===== config.mk =====
export PLATFORM = sky130hd
export DESIGN_NAME = decode_stage
export DESIGN_NICKNAME = d
export VERILOG_FILES = /design/src/rtl/decode_pkg.sv /design/src/rtl/imm_gen.sv /design/src/rtl/decode_stage.sv
export SDC_FILE = /design/constraint.sdc
export NUM_CORES = 1
export LEC_CHECK = 0
export CAP_MARGIN = 25
export CORE_UTILIZATION = 44
export CTS_BUF_LIST = sky130_fd_sc_hd__clkbuf_16
export DETAILED_ROUTE_END_ITERATION = 7
export PLACE_DENSITY = 0.95
export SETUP_SLACK_MARGIN = 0.15
export SYNTH_ARGS = -nofsm -noshare
export SYNTH_HDL_FRONTEND = slang
export SYNTH_HIERARCHICAL = 1
export SYNTH_SLANG_ARGS = --single-unit

===== constraint.sdc =====
create_clock -name clk -period 4.9 [get_ports clk]
set_clock_uncertainty 0.05 [all_clocks]
set_input_delay 0.735 -clock clk [delete_from_list [all_inputs] [get_ports clk]]
set_output_delay 0.735 -clock clk [all_outputs]
set_load 0.02 [all_outputs]

===== src/rtl/decode_pkg.sv =====
// rtl/decode_pkg.sv - shared types and encodings for the RV32 decode stage
package decode_pkg;

    // ALU operation codes; the low four bits of the base ops equal {funct7[5], funct3}
    typedef enum logic [4:0] {
        ALU_ADD    = 5'b00000,
        ALU_SLL    = 5'b00001,
        ALU_SLT    = 5'b00010,
        ALU_SLTU   = 5'b00011,
        ALU_XOR    = 5'b00100,
        ALU_SRL    = 5'b00101,
        ALU_OR     = 5'b00110,
        ALU_AND    = 5'b00111,
        ALU_SUB    = 5'b01000,
        ALU_SRA    = 5'b01101,
        ALU_PASSB  = 5'b01111,
        ALU_MUL    = 5'b10000,
        ALU_MULH   = 5'b10001,
        ALU_MULHSU = 5'b10010,
        ALU_MULHU  = 5'b10011,
        ALU_DIV    = 5'b10100,
        ALU_DIVU   = 5'b10101,
        ALU_REM    = 5'b10110,
        ALU_REMU   = 5'b10111
    } alu_op_t;

    typedef enum logic [2:0] {
        IMM_NONE,
        IMM_I,
        IMM_S,
        IMM_B,
        IMM_U,
        IMM_J
    } imm_fmt_t;

    // Major opcodes, instr[6:2]
    localparam logic [4:0] OPC_LOAD     = 5'b00000;
    localparam logic [4:0] OPC_MISC_MEM = 5'b00011;
    localparam logic [4:0] OPC_OP_IMM   = 5'b00100;
    localparam logic [4:0] OPC_AUIPC    = 5'b00101;
    localparam logic [4:0] OPC_STORE    = 5'b01000;
    localparam logic [4:0] OPC_OP       = 5'b01100;
    localparam logic [4:0] OPC_LUI      = 5'b01101;
    localparam logic [4:0] OPC_BRANCH   = 5'b11000;
    localparam logic [4:0] OPC_JALR     = 5'b11001;
    localparam logic [4:0] OPC_JAL      = 5'b11011;
    localparam logic [4:0] OPC_SYSTEM   = 5'b11100;

    localparam logic [6:0] F7_BASE   = 7'b0000000;
    localparam logic [6:0] F7_ALT    = 7'b0100000;
    localparam logic [6:0] F7_MULDIV = 7'b0000001;

    function automatic alu_op_t alu_base(input logic alt, input logic [2:0] funct3);
        return alu_op_t'({1'b0, alt, funct3});
    endfunction

endpackage


===== src/rtl/imm_gen.sv =====
// rtl/imm_gen.sv - RV32 immediate extraction and sign extension to XLEN
module imm_gen
    import decode_pkg::*;
#(
    parameter int XLEN = 32
) (
    input  logic [31:7]     instr,
    input  imm_fmt_t        fmt,
    output logic [XLEN-1:0] imm
);

    logic [31:0] imm32;

    // Reassemble the scattered immediate bits for each instruction format
    always_comb begin
        imm32 = '0;
        case (fmt)
            IMM_I:   imm32 = {{20{instr[31]}}, instr[31:20]};
            IMM_S:   imm32 = {{20{instr[31]}}, instr[31:25], instr[11:7]};
            IMM_B:   imm32 = {{19{instr[31]}}, instr[31], instr[7], instr[30:25], instr[11:8], 1'b0};
            IMM_U:   imm32 = {instr[31:12], 12'b0};
            IMM_J:   imm32 = {{11{instr[31]}}, instr[31], instr[19:12], instr[20], instr[30:21], 1'b0};
            default: imm32 = '0;
        endcase
    end

    assign imm = XLEN'($signed(imm32));

endmodule


===== src/rtl/decode_stage.sv =====
// rtl/decode_stage.sv - parametrised RV32 decode stage with one-entry output register
module decode_stage
    import decode_pkg::*;
#(
    parameter int  XLEN     = 32,
    parameter int  NUM_REGS = 32,
    parameter int  ENABLE_M = 0,
    localparam int RAW      = $clog2(NUM_REGS)
) (
    input  logic            clk,
    input  logic            rst,
    input  logic            in_valid,
    output logic            in_ready,
    input  logic [31:0]     in_instr,
    input  logic [XLEN-1:0] in_pc,
    input  logic            flush,
    output logic [RAW-1:0]  rf_raddr1,
    output logic [RAW-1:0]  rf_raddr2,
    input  logic [XLEN-1:0] rf_rdata1,
    input  logic [XLEN-1:0] rf_rdata2,
    output logic            out_valid,
    input  logic            out_ready,
    output logic [XLEN-1:0] out_pc,
    output logic [XLEN-1:0] out_rs1_val,
    output logic [XLEN-1:0] out_rs2_val,
    output logic [4:0]      out_rd,
    output logic [XLEN-1:0] out_imm,
    output logic [4:0]      out_alu_op,
    output logic [6:0]      out_opcode,
    output logic [2:0]      out_funct3,
    output logic [6:0]      out_funct7,
    output logic            out_use_imm,
    output logic            out_wb_en,
    output logic            out_illegal
);

    localparam logic [5:0] REG_LIMIT = 6'(NUM_REGS);

    logic [4:0] opc;
    logic [2:0] f3;
    logic [6:0] f7;
    logic [4:0] rs1_idx;
    logic [4:0] rs2_idx;
    logic [4:0] rd_idx;

    assign opc     = in_instr[6:2];
    assign f3      = in_instr[14:12];
    assign f7      = in_instr[31:25];
    assign rs1_idx = in_instr[19:15];
    assign rs2_idx = in_instr[24:20];
    assign rd_idx  = in_instr[11:7];

    assign rf_raddr1 = in_instr[15 +: RAW];
    assign rf_raddr2 = in_instr[20 +: RAW];

    imm_fmt_t        dec_fmt;
    alu_op_t         dec_alu;
    logic            dec_use_imm;
    logic            dec_illegal;
    logic            dec_wb_en;
    logic            has_rs1;
    logic            has_rs2;
    logic            has_rd;
    logic [XLEN-1:0] dec_imm;

    imm_gen #(.XLEN(XLEN)) u_imm_gen (
        .instr (in_instr[31:7]),
        .fmt   (dec_fmt),
        .imm   (dec_imm)
    );

    // Classify the incoming word: immediate format, ALU op, register usage and legality
    always_comb begin
        dec_fmt     = IMM_NONE;
        dec_alu     = ALU_ADD;
        dec_use_imm = 1'b0;
        dec_illegal = 1'b0;
        has_rs1     = 1'b0;
        has_rs2     = 1'b0;
        has_rd      = 1'b0;
        case (opc)
            OPC_LOAD, OPC_MISC_MEM, OPC_JALR, OPC_SYSTEM: begin
                dec_fmt     = IMM_I;
                dec_use_imm = 1'b1;
                has_rs1     = 1'b1;
                has_rd      = 1'b1;
            end
            OPC_OP_IMM: begin
                dec_fmt     = IMM_I;
                dec_use_imm = 1'b1;
                has_rs1     = 1'b1;
                has_rd      = 1'b1;
                if (f3 == 3'b001) begin
                    dec_alu     = ALU_SLL;
                    dec_illegal = (f7 != F7_BASE);
                end else if (f3 == 3'b101) begin
                    dec_alu     = (f7 == F7_ALT) ? ALU_SRA : ALU_SRL;
                    dec_illegal = (f7 != F7_BASE) && (f7 != F7_ALT);
                end else begin
                    dec_alu = alu_base(1'b0, f3);
                end
            end
            OPC_AUIPC: begin
                dec_fmt     = IMM_U;
                dec_use_imm = 1'b1;
                has_rd      = 1'b1;
            end
            OPC_LUI: begin
                dec_fmt     = IMM_U;
                dec_alu     = ALU_PASSB;
                dec_use_imm = 1'b1;
                has_rd      = 1'b1;
            end
            OPC_STORE: begin
                dec_fmt     = IMM_S;
                dec_use_imm = 1'b1;
                has_rs1     = 1'b1;
                has_rs2     = 1'b1;
            end
            OPC_BRANCH: begin
                dec_fmt = IMM_B;
                dec_alu = ALU_SUB;
                has_rs1 = 1'b1;
                has_rs2 = 1'b1;
            end
            OPC_JAL: begin
                dec_fmt     = IMM_J;
                dec_use_imm = 1'b1;
                has_rd      = 1'b1;
            end
            OPC_OP: begin
                has_rs1 = 1'b1;
                has_rs2 = 1'b1;
                has_rd  = 1'b1;
                case (f7)
                    F7_BASE: dec_alu = alu_base(1'b0, f3);
                    // funct7[5] only selects SUB and SRA; other funct3 values ignore it
                    F7_ALT:  dec_alu = alu_base((f3 == 3'b000) || (f3 == 3'b101), f3);
                    F7_MULDIV: begin
                        if (ENABLE_M != 0) begin
                            dec_alu = alu_op_t'({2'b10, f3});
                        end else begin
                            dec_illegal = 1'b1;
                        end
                    end
                    default: dec_illegal = 1'b1;
                endcase
            end
            default: dec_illegal = 1'b1;
        endcase

        if (in_instr[1:0] != 2'b11) begin
            dec_illegal = 1'b1;
        end

        // Reduced register file: any referenced index beyond the implemented set is illegal
        if ((has_rs1 && ({1'b0, rs1_idx} >= REG_LIMIT)) ||
            (has_rs2 && ({1'b0, rs2_idx} >= REG_LIMIT)) ||
            (has_rd  && ({1'b0, rd_idx}  >= REG_LIMIT))) begin
            dec_illegal = 1'b1;
        end
    end

    assign dec_wb_en = has_rd && (rd_idx != 5'd0) && !dec_illegal;

    logic load;

    assign in_ready = !out_valid || out_ready;
    assign load     = in_valid && in_ready;

    // Output register: reset beats flush, flush beats load, load beats drain
    always_ff @(posedge clk) begin
        if (rst) begin
            out_valid   <= 1'b0;
            out_pc      <= '0;
            out_rs1_val <= '0;
            out_rs2_val <= '0;
            out_rd      <= '0;
            out_imm     <= '0;
            out_alu_op  <= '0;
            out_opcode  <= '0;
            out_funct3  <= '0;
            out_funct7  <= '0;
            out_use_imm <= 1'b0;
            out_wb_en   <= 1'b0;
            out_illegal <= 1'b0;
        end else if (flush) begin
            out_valid <= 1'b0;
        end else if (load) begin
            out_valid   <= 1'b1;
            out_pc      <= in_pc;
            out_rs1_val <= rf_rdata1;
            out_rs2_val <= rf_rdata2;
            out_rd      <= rd_idx;
            out_imm     <= dec_imm;
            out_alu_op  <= dec_alu;
            out_opcode  <= in_instr[6:0];
            out_funct3  <= f3;
            out_funct7  <= f7;
            out_use_imm <= dec_use_imm;
            out_wb_en   <= dec_wb_en;
            out_illegal <= dec_illegal;
        end else if (out_ready) begin
            out_valid <= 1'b0;
        end
    end

endmodule


After elaboration in Yosys (flattened, before gate mapping)
Index checks and enable logic that the tools add are counted.
{"block": "op_classes", "order_cmp": 0, "shift": 0, "n_mux": 16, "bitwise": 1, "mul": 0, "n_eq_ne": 20, "div": 0, "addsub": 0, "n_reduce_logical": 22}
{"cell": "$pmux W32 S5", "count": 1}
{"cell": "$reduce_or A9 Y1", "count": 3}
{"cell": "$eq A5 B5 Y1 const B", "count": 4}
{"cell": "$pmux W4 S4", "count": 1}
{"cell": "$eq A5 B4 Y1 const B", "count": 3}
{"cell": "$pmux W3 S5", "count": 1}
{"cell": "$mux W4", "count": 3}
{"cell": "$eq A5 B3 Y1 const B", "count": 2}
{"cell": "$eq A3 B3 Y1 const B", "count": 3}
{"cell": "$mux W1", "count": 8}
{"cell": "$pmux W4 S2", "count": 1}
{"cell": "$eq A7 B6 Y1 const B", "count": 1}
{"cell": "$logic_not A7 Y1", "count": 1}
{"cell": "$ne A7 B6 Y1 const B", "count": 1}
{"cell": "$reduce_bool A7 Y1", "count": 1}
{"cell": "$eq A3 B1 Y1 const B", "count": 2}
{"cell": "$eq A3 B2 Y1 const B", "count": 2}
{"cell": "$reduce_or A2 Y1", "count": 3}
{"cell": "$eq A5 B2 Y1 const B", "count": 1}
{"cell": "$logic_not A5 Y1", "count": 1}
{"cell": "$reduce_bool A5 Y1", "count": 1}
{"cell": "$reduce_or A5 Y1", "count": 1}
{"cell": "$logic_and A1 B1 Y1", "count": 4}
{"cell": "$logic_not A3 Y1", "count": 1}
{"cell": "other kinds (7)", "count": 9}
{"block": "totals", "output_inout_bits": 170, "romBits": 0, "wordCells": 72, "mem_count": 0, "regBits": 159, "input_bits": 133, "mem_bits_rw": 0, "latch_bits": 0}

Logic depth before layout (Yosys ltp)
Gate-level depths: netlist of the first run.
{"block": "depth", "ltp_word": 8, "depth_mapped": 11, "ltp_nobuf": 8}

Hierarchy
The synthesis of the first run kept the hierarchy.
{"module": "decode_stage", "area_per_inst_um2": 5861.9, "seq_area_each_um2": 3163.0, "cells_per_inst": 754, "n_inst": 1}
{"module": "imm_gen", "area_per_inst_um2": 390.4, "seq_area_each_um2": 0.0, "cells_per_inst": 66, "n_inst": 1}

Worst setup path after synthesis of the first run
No wires, ideal clock.
{"block": "synth_path", "kind": "input-to-reg", "from": "input port in_instr[4]", "to": "register out_imm[5]", "required_ns": 4.718, "path_buffers": 2, "cell_stages": 10, "setup_ns": 0.132, "path_slack_ns": 2.396, "arrival_time_ns": 2.321, "path_cell_list": "clkbuf_1 > and2b_2 > a21oi_1 > o31ai_1 > buf_2 > nor2b_2 > or2_1 > and2_1 > nand2_1 > a21oi_1"}
{"block": "synth_between", "elab_chain_cells": 5, "word_cells_on_any_way": 19, "cone_classes": "eq/ne: 14; mux: 2; reduce/logical: 3"}
{"item": "start, declared", "line": "decode_stage.sv:14", "source": "input logic [31:0] in_instr,"}
{"item": "$eq A5 B3 Y1, or another cell as far along", "line": "decode_stage.sv:81", "source": "case (opc)"}
{"item": "$reduce_or A5 Y1 (no source line) or $reduce_or A2 Y1 (tied branches)"}
{"item": "$pmux W3 S5 (*)", "line": "decode_stage.sv:81"}
{"item": "via dec_fmt[0]", "line": "decode_stage.sv:56", "source": "imm_fmt_t dec_fmt;"}
{"item": "$eq A3 B3 Y1, or another cell as far along", "line": "imm_gen.sv:17", "source": "case (fmt)"}
{"item": "$pmux W32 S5 (*)", "line": "imm_gen.sv:17"}
{"item": "via dec_imm[5]", "line": "decode_stage.sv:64", "source": "logic [XLEN-1:0] dec_imm;"}
{"item": "end signal, assigned", "line": "decode_stage.sv:195", "source": "out_imm <= dec_imm;"}
{"item": "end, declared", "line": "decode_stage.sv:27", "source": "output logic [XLEN-1:0] out_imm,"}
Mark *: on every way through the listed nets, which the timed path passes. The rest lies on a longest branch.
A chain may end at the register's enable or synchronous reset.

Worst setup path after layout of the first run
{"block": "layout_path", "from": "input port in_instr[2]", "to": "register out_imm[28]"}
The elaborated chain is that of the path after synthesis.

==> results of run 1 <==
[final cells by class]
type                            instances  share of cell area
Multi-Input combinational cell        584               0.278
Sequential cell                       158               0.322
Clock inverter                         15              0.0172
Timing Repair Buffer                  308               0.315
Tap cell                              180              0.0230
Inverter                                4             0.00153
Clock buffer                           17              0.0434
[power by group through the flow]
stage | clock [uW] | sequential, uW | combinational [uW]
global placement | 0 | 1390 | 491
finish | 1340 | 1370 | 504
CTS | 1360 | 1370 | 506
detailed placement | 0 | 1390 | 501
floorplan | 0 | 1460 | 172
global route | 1420 | 1370 | 538
[flip-flops by register name, indices dropped and copies added (netlist names)]
register / flops
out_valid: 1
out_wb_en: 1
out_illegal: 1
out_alu_op: 4
out_rs1_val: 32
out_rs2_val: 32
out_opcode: 7
out_imm: 32
out_funct7: 7
out_pc: 32
out_use_imm: 1
out_rd: 5
out_funct3: 3
[cells in the mapped netlist (all sizes together) (5+ instances only)]
master and n:
a21o 9, nor2 10, nand2 321, nand3 5
clkbuf 57, buf 17, a21oi 155, nand2b 5
nor3 5, dfxtp 158, and2 7, o21ai 18
[path summary, 6_finish.rpt]
check	start	to	slack, ns	cells past startpoint
min reg2reg	out_pc[27]$_SDFFE_PP0P_	out_pc[27]$_SDFFE_PP0P_	0.40	2
max reg2reg	out_valid$_SDFFE_PP0P_	out_imm[28]$_SDFFE_PP0P_	2.53	5
max	in_instr[2]	out_imm[28]$_SDFFE_PP0P_	1.48	9
min	out_pc[27]$_SDFFE_PP0P_	out_pc[27]$_SDFFE_PP0P_	0.40	2
[worst register-to-register path: cells and delay by family, from the launching register on]
| family | cells | cell delay (ns) |
|---|---|---|
| AOI/OAI and AO/OA | 1 | 0.20 |
| buffers and inverters | 1 | 0.47 |
| DFF | 1 | 0.33 |
| and+or+nand+nor | 3 | 1.25 |
[metal layers]
layer  part of all wire  vias to the layer above  wire [um]
met3              0.087                       47       1790
li1                   -                     3174          -
met1               0.38                     3039       7750
met4              0.029                        0        603
met5                  0                        -          0
met2               0.50                      279      10300
[through the flow]
stage               instance area (um2)  power, uW  cells
floorplan                          6250       1630    820
global placement                   9210       1880   1234
detailed placement                 9210       1890   1234
CTS                                9810       3230   1266
global route                       9810       3330   1266
finish                             9810       3210   1266
[cells by family after synthesis]
logic type,after synthesis
AO/OA/AOI/OAI,205
XOR/XNOR,1
buffers and inverters,78
flip-flops,158
multiplexers,1
other,1
AND/OR/NAND/NOR,376
==> flow_metrics.py, run 1 <==
metrics = {
    "power_and_ir_drop": {
        "switchingPower_uw": 831,
        "irDropWorstVdd_mv": 0.284,
        "p_int_uw": 2380,
        "clkPwrFrac": 0.418,
        "power.share.switching": 0.258,
        "p_leak_uw": 0.00353,
        "power_frac_comb": 0.157,
        "seq_power_share": 0.425,
        "power.density_nw_per_um2": 328,
    },
    "finish": {
        "multi_input_area_um2": 2720,
        "finish.utilization": 0.707,
        "layout.nets": 1206,
        "syn_to_final_growth_pct": 56.9,
        "seq_area_um2": 3160,
        "diodes": 0,
        "drive_gt1_frac": 0.0506,
        "nFillCells": 1043,
        "layout_common_cells": "nand2_1 (321), clkdlybuf4s50_1 (300), dfxtp_1 (158)",
        "final_common_cell": "nand2_1",
    },
    "synthesis": {
        "synthMuxAreaShare": 0.00180,
        "synth_warnings": 6,
        "seq_area_frac_synth": 0.506,
        "yosys-top-cells-area": "dfxtp_1 (51%), nand2_1 (19%), a21oi_1 (12%)",
        "synth_fp_nets": 953,
        "synth_compound_area_frac": 0.181,
        "synth_area_um2": 6250,
        "synthSimpleGateAreaFrac": 0.249,
        "synth-seq-cells": 158,
        "synth_cell_types": 53,
        "async_flop_share": 0,
        "synth_ff_type": "dfxtp_1",
        "avgSynthCellArea_um2": 7.62,
        "yosys.area.top_type": "dfxtp_1",
        "synth-xor-area-share": 0.00140,
        "synth_edf_count": 0,
        "synth_top_area_share": 0.506,
        "synth_adder_area_share": 0,
        "syn_inst": 820,
        "synth_top_family_by_area": "simple AND/OR/NAND/NOR gates",
    },
    "drt": {
        "routedWlPerCell_um": 16.2,
        "vias_per_cell": 5.17,
        "initialDrtViolationCount": 379,
        "vias": 6539,
        "drtAntennaViolNets": 0,
        "drt_first_pass_iters": 5,
        "drc": 0,
        "wirelength_um": 20500,
    },
    "clock_network": {
        "post_cts_buffers": 0,
        "ctsResizeCount": 0,
        "clock-sinks": 158,
        "clk_latency_ns": 0.42,
        "cts_tree": "yes",
        "hold_buffers": 0,
        "path_clk_slew_ns": 0.06,
        "cts_buffer_depth": 2,
        "cts_buffers": 17,
        "clock-root-buffer": "clkbuf_16",
        "cts_max_level": 4,
    },
    "placed_design": {
        "dp_slack_ns": 1.11,
        "hpwl_um": 14100,
        "gp_congestion": 0.804,
        "io_buffers": 301,
    },
    "global_route": {
        "grtUsageMet2": 0.478,
        "grt_util_met1": 0.292,
        "grt_max_degree": 90,
        "grt.overflow.total": 0,
        "grtUsageTotal": 0.274,
        "use_met3": 0.0987,
        "grt_pass1_vias": 6202,
        "antenna_found_initial": 0,
        "grt_pass1_wl_um": 30900,
        "grt-busiest-layer": "met2",
    },
    "timing": {
        "setup-tns-final_ns": 0,
        "fin_crit_sh": 0.697,
        "relSlewSlack": 0.312,
        "tightest_slew_ns": 1.02,
        "fin_hold_ws_ns": 0.402,
        "final.setup.worst_slack_ns": 1.48,
        "hold_viol": 0,
        "max_clock_freq_mhz": 293,
        "setup_violations": 0,
        "drv_slew": 0,
        "rsz0062_at_grt": "false",
        "fin_crit_ns": 3.42,
    },
    "critical_path": {
        "required_ns": 5.18,
        "cpPeakStageDelay_ns": 0.84,
        "path_class": "in -> reg",
        "crit_family": "compound AO/OA/AOI/OAI gates",
        "crit_top_cell": "a21oi_1",
        "crit_slowest_cell": "o31ai_1",
        "cp-end-kind": "flop",
        "crit_path_max_fanout": 13,
        "critPathBufInv": 1,
        "worstPathCellList": "clkdlybuf4s50_1, and2b_2, a21oi_1, o31ai_1, nor2b_2, o21ai_1, o21ai_0, nand2_1, a21oi_1",
        "cp-start-kind": "primary input",
        "worstPathArrival_ns": 3.70,
    },
    "die": {
        "dieArea_um2": 14700,
        "die_x_um": 121,
        "io_pins": 303,
        "core_um2": 13900,
        "num_rows": 43,
        "start_util": 0.450,
        "die_h_um": 121,
    },
    "outcome": {
        "status": "completed",
    },
    "job": {
        "drv_cap": 0,
    },
    "min_path": {
        "min_path_type": "reg -> reg",
    },
}
Note: power is estimated with default switching activity, not from simulation.
==> inputs of run 2 (changes only) <==
--- a/config.mk
+++ b/config.mk
@@ -6,10 +6,10 @@
 export NUM_CORES = 1
 export LEC_CHECK = 0
 export CAP_MARGIN = 25
-export CORE_UTILIZATION = 44
+export CORE_UTILIZATION = 37
 export CTS_BUF_LIST = sky130_fd_sc_hd__clkbuf_16
 export DETAILED_ROUTE_END_ITERATION = 7
-export PLACE_DENSITY = 0.95
+export PLACE_DENSITY = 0.86
 export SETUP_SLACK_MARGIN = 0.15
 export SYNTH_ARGS = -nofsm -noshare
 export SYNTH_HDL_FRONTEND = slang
==> constraint.sdc (replaced) <==
create_clock -name clk -period 3 [get_ports clk]
set_clock_uncertainty 0.05 [all_clocks]
set_input_delay 0.45 -clock clk [delete_from_list [all_inputs] [get_ports clk]]
set_output_delay 0.45 -clock clk [all_outputs]
set_load 0.02 [all_outputs]
==> flow_metrics.py, run 2 (synthesized netlist as in run 1, its figures left out) <==
metrics = {
    "critical_path": {
        "crit_family": "compound AO/OA/AOI/OAI gates",
        "cp-end-kind": "flop",
        "worstPathArrival_ns": 2.77,
        "worstPathCellList": "clkdlybuf4s50_1, nor2_1, o211ai_1, o31ai_1, buf_4, nor2b_2, o21ai_1, o21ai_0, nand2_1, a21oi_1",
        "crit_slowest_cell": "clkdlybuf4s50_1",
        "required_ns": 3.21,
        "crit_path_max_fanout": 12,
        "path_class": "in -> reg",
        "cpPeakStageDelay_ns": 0.72,
        "critPathBufInv": 2,
        "cp-start-kind": "primary input",
    },
    "drt": {
        "wirelength_um": 19700,
        "routedWlPerCell_um": 14.9,
        "initialDrtViolationCount": 276,
        "drtAntennaViolNets": 0,
        "drc": 0,
        "vias": 6394,
        "vias_per_cell": 4.84,
        "drt_first_pass_iters": 6,
    },
    "power_and_ir_drop": {
        "power.share.switching": 0.254,
        "seq_power_share": 0.425,
        "power_frac_comb": 0.161,
        "p_int_uw": 3910,
        "power.density_nw_per_um2": 524,
        "irDropWorstVdd_mv": 0.356,
        "p_leak_uw": 0.00363,
        "finalPower_uw": 5240,
        "switchingPower_uw": 1330,
        "clkPwrFrac": 0.414,
    },
    "clock_network": {
        "hold_buffers": 0,
        "path_clk_slew_ns": 0.06,
        "cts_buffer_depth": 2,
        "clock-sinks": 158,
        "cts_tree": "yes",
        "cts_max_level": 4,
        "cts_buffers": 17,
        "post_cts_buffers": 0,
        "clk_latency_ns": 0.42,
        "ctsResizeCount": 0,
        "clock-root-buffer": "clkbuf_16",
    },
    "die": {
        "io_pins": 303,
        "die_x_um": 132,
        "num_rows": 47,
        "dieArea_um2": 17400,
        "die_h_um": 132,
        "core_um2": 16500,
        "start_util": 0.378,
    },
    "global_route": {
        "grt_pass1_vias": 6107,
        "grtUsageTotal": 0.227,
        "grt_pass1_wl_um": 31300,
        "grt_max_degree": 88,
        "antenna_found_initial": 0,
        "grt.overflow.total": 0,
    },
    "finish": {
        "drive_gt1_frac": 0.0636,
        "diodes": 0,
        "syn_to_final_growth_pct": 60.1,
        "final_common_cell": "nand2_1",
        "layout_common_cells": "nand2_1 (321), clkdlybuf4s50_1 (300), dfxtp_1 (158)",
        "layout.nets": 1220,
    },
    "timing": {
        "max_clock_freq_mhz": 390,
        "fin_crit_sh": 0.854,
        "tightest_slew_ns": 0.917,
        "hold_viol": 0,
        "drv_slew": 0,
        "fin_hold_ws_ns": 0.402,
        "rsz0062_at_grt": "false",
        "relSlewSlack": 0.389,
        "setup-tns-final_ns": 0,
        "fin_crit_ns": 2.56,
        "setup_violations": 0,
    },
    "job": {
        "drv_cap": 0,
    },
    "min_path": {
        "min_path_type": "reg -> reg",
    },
    "placed_design": {
        "gp_congestion": 0.839,
        "io_buffers": 301,
        "hpwl_um": 13900,
    },
    "outcome": {
        "status": "completed",
    },
}
==> run 2: changes by cell type in the layout (fill, tap and decap cells not counted) <==
cell / delta
buf_4: +10
buf_12: +4
clkinv_1: -2
clkinv_2: +2
clkinvlp_4: -1
inv_1: +1
==> run 2: through the flow <==
step,utilization,instance area [um2],worst slack [ns],std cells
after floorplan,-,6250,0.781,820
after global placement,0.570,9420,0.123,1288
after detailed placement,0.570,9420,0.0869,1288
after CTS,0.606,10000,0.470,1320
after global routing,0.606,10000,0.245,1320
final,0.606,10000,0.437,1320
==> run 2: power by group through the flow <==
stage                     registers (uW)  clock network, uW  logic (uW)
final                               2230               2170         842
after global routing                2240               2330         903
after CTS                           2230               2230         847
after detailed placement            2280                  0         841
after global placement              2270                  0         834
after floorplan                     2380                  0         281
==> run 2: path summary, 6_finish.rpt <==
kind | cells after the start | slack, ns | startpoint | end
worst max-delay path | 10 | 0.44 | in_instr[3] | out_imm[21]$_SDFFE_PP0P_
worst min-delay path | 2 | 0.40 | out_pc[2]$_SDFFE_PP0P_ | out_pc[2]$_SDFFE_PP0P_
worst max register to register | 5 | 1.14 | out_valid$_SDFFE_PP0P_ | out_imm[11]$_SDFFE_PP0P_
worst min register to register | 2 | 0.40 | out_pc[2]$_SDFFE_PP0P_ | out_pc[2]$_SDFFE_PP0P_
==> run 2: tightest hold or removal path: stages (launching register included) <==
cell     delay (ns)
dfxtp_1        0.31
nand2_1        0.05
a21oi_1        0.05
==> run 2: layout make-up <==
type | instances | area (um2)
clock buffers | 17 | 425
clock inverters | 15 | 168
fillers | 1450 | 6510
inverters | 4 | 15.0
multi-input cells | 584 | 2720
flip-flops and latches | 158 | 3160
well taps | 220 | 275
repair buffers | 322 | 3240
==> run 2: per-layer routing <==
metal  wire [um]  global-route usage
met1        8030               0.260
met2        9630               0.383
met3        1570              0.0807
met4         465              0.0917
met5           0                   0
==> inputs of run 3 (changes only) <==
--- a/config.mk
+++ b/config.mk
@@ -9,6 +9,7 @@
 export CORE_UTILIZATION = 37
 export CTS_BUF_LIST = sky130_fd_sc_hd__clkbuf_16
 export DETAILED_ROUTE_END_ITERATION = 7
+export MAX_ROUTING_LAYER = met4
 export PLACE_DENSITY = 0.86
 export SETUP_SLACK_MARGIN = 0.15
 export SYNTH_ARGS = -nofsm -noshare
==> flow_metrics.py, run 3 (synthesized netlist as in run 1, its figures left out) <==
metrics = {
    "drt": {
        "wirelength_um": 19700,
        "drtAntennaViolNets": 0,
        "routedWlPerCell_um": 14.9,
        "vias": 6398,
        "drt_first_pass_iters": 5,
        "vias_per_cell": 4.85,
        "initialDrtViolationCount": 272,
        "drc": 0,
    },
    "die": {
        "dieArea_um2": 17400,
        "core_um2": 16500,
        "die_h_um": 132,
        "num_rows": 47,
        "io_pins": 303,
        "die_x_um": 132,
        "start_util": 0.378,
    },
    "timing": {
        "tightest_slew_ns": 0.915,
        "final.setup.worst_slack_ns": 0.422,
        "setup-tns-final_ns": 0,
        "fin_crit_ns": 2.58,
        "max_clock_freq_mhz": 388,
        "hold_viol": 0,
        "fin_crit_sh": 0.859,
        "setup_violations": 0,
        "rsz0062_at_grt": "false",
        "relSlewSlack": 0.390,
        "drv_slew": 0,
    },
    "clock_network": {
        "cts_tree": "yes",
        "post_cts_buffers": 0,
        "cts_buffers": 17,
        "clk_latency_ns": 0.42,
        "clock-sinks": 158,
        "ctsResizeCount": 0,
        "cts_max_level": 4,
        "clock-root-buffer": "clkbuf_16",
        "path_clk_slew_ns": 0.06,
        "cts_buffer_depth": 2,
        "hold_buffers": 0,
    },
    "power_and_ir_drop": {
        "power.density_nw_per_um2": 525,
        "finalPower_uw": 5250,
        "irDropWorstVdd_mv": 0.358,
        "p_leak_uw": 0.00363,
    },
    "critical_path": {
        "crit_path_max_fanout": 12,
        "critPathBufInv": 2,
        "crit_slowest_cell": "clkdlybuf4s50_1",
        "path_class": "in -> reg",
        "crit_family": "compound AO/OA/AOI/OAI gates",
        "required_ns": 3.21,
        "worstPathArrival_ns": 2.79,
        "worstPathCellList": "clkdlybuf4s50_1, nor2_1, o211ai_1, o31ai_1, buf_4, nor2b_2, o21ai_1, o21ai_0, nand2_1, a21oi_1",
        "cp-end-kind": "flop",
        "cpPeakStageDelay_ns": 0.73,
        "cp-start-kind": "primary input",
    },
    "finish": {
        "fin_cells": 1320,
        "syn_to_final_growth_pct": 60.1,
        "diodes": 0,
        "drive_gt1_frac": 0.0636,
        "final_common_cell": "nand2_1",
        "layout_common_cells": "nand2_1 (321), clkdlybuf4s50_1 (300), dfxtp_1 (158)",
        "layout.nets": 1220,
        "nFillCells": 1450,
    },
    "outcome": {
        "status": "completed",
    },
    "global_route": {
        "antenna_found_initial": 0,
        "grt_pass1_vias": 6123,
        "grt_pass1_wl_um": 31300,
        "grt_max_degree": 88,
        "grtUsageTotal": 0.234,
        "grt.overflow.total": 0,
    },
    "job": {
        "drv_cap": 0,
    },
    "placed_design": {
        "io_buffers": 301,
        "placed_cells": 1288,
        "dp_slack_ns": 0.0869,
        "gp_congestion": 0.853,
        "hpwl_um": 13900,
    },
    "min_path": {
        "min_path_type": "reg -> reg",
    },
}
==> run 3: worst min-delay path: stages, from the launching register on <==
cell and delay (ns):
dfxtp_1 0.31, nand2_1 0.05, a21oi_1 0.05
==> run 3: metrics by stage <==
| step | utilization | area [um2] | hold slack (ns) |
|---|---|---|---|
| global placement | 0.570 | 9420 | 0.391 |
| global route | 0.606 | 10000 | 0.416 |
| CTS | 0.606 | 10000 | 0.404 |
| floorplan | - | 6250 | 0.479 |
| detailed placement | 0.570 | 9420 | 0.395 |
| finish | 0.606 | 10000 | 0.402 |
==> run 3: worst paths after layout <==
check | start | cells after the start | slack (ns) | endpoint
worst max-delay path | in_instr[3] | 10 | 0.42 | out_imm[21]$_SDFFE_PP0P_
worst min-delay path | out_opcode[0]$_SDFFE_PP0P_ | 2 | 0.40 | out_opcode[0]$_SDFFE_PP0P_
worst max register to register | out_valid$_SDFFE_PP0P_ | 5 | 1.12 | out_imm[11]$_SDFFE_PP0P_
worst min register to register | out_opcode[0]$_SDFFE_PP0P_ | 2 | 0.40 | out_opcode[0]$_SDFFE_PP0P_
==> run 3: area by class of cell <==
cell class,count,area (um2),share of cell area
Clock buffer,17,425,0.0425
Clock inverter,15,168,0.0167
Inverter,4,15.0,0.00150
Multi-Input combinational cell,584,2720,0.272
Sequential cell,158,3160,0.316
Tap cell,220,275,0.0275
Timing Repair Buffer,322,3240,0.324
==> run 3: power breakdown <==
group / internal, uW / switching, uW / leakage (uW)
logic: 421 / 422 / 0.00205
registers: 2190 / 42.9 / 0.00129
clock network: 1300 / 876 / 0.000294
total: 3910 / 1340 / 0.00363
==> run 3: metal layers <==
layer / global-route usage / vias to the layer above / wire length (um)
li1: - / 3197 / -
met1: 0.267 / 2923 / 8300
met2: 0.384 / 246 / 9490
met3: 0.0684 / 32 / 1420
met4: 0.0937 / 0 / 510
met5: - / - / 0
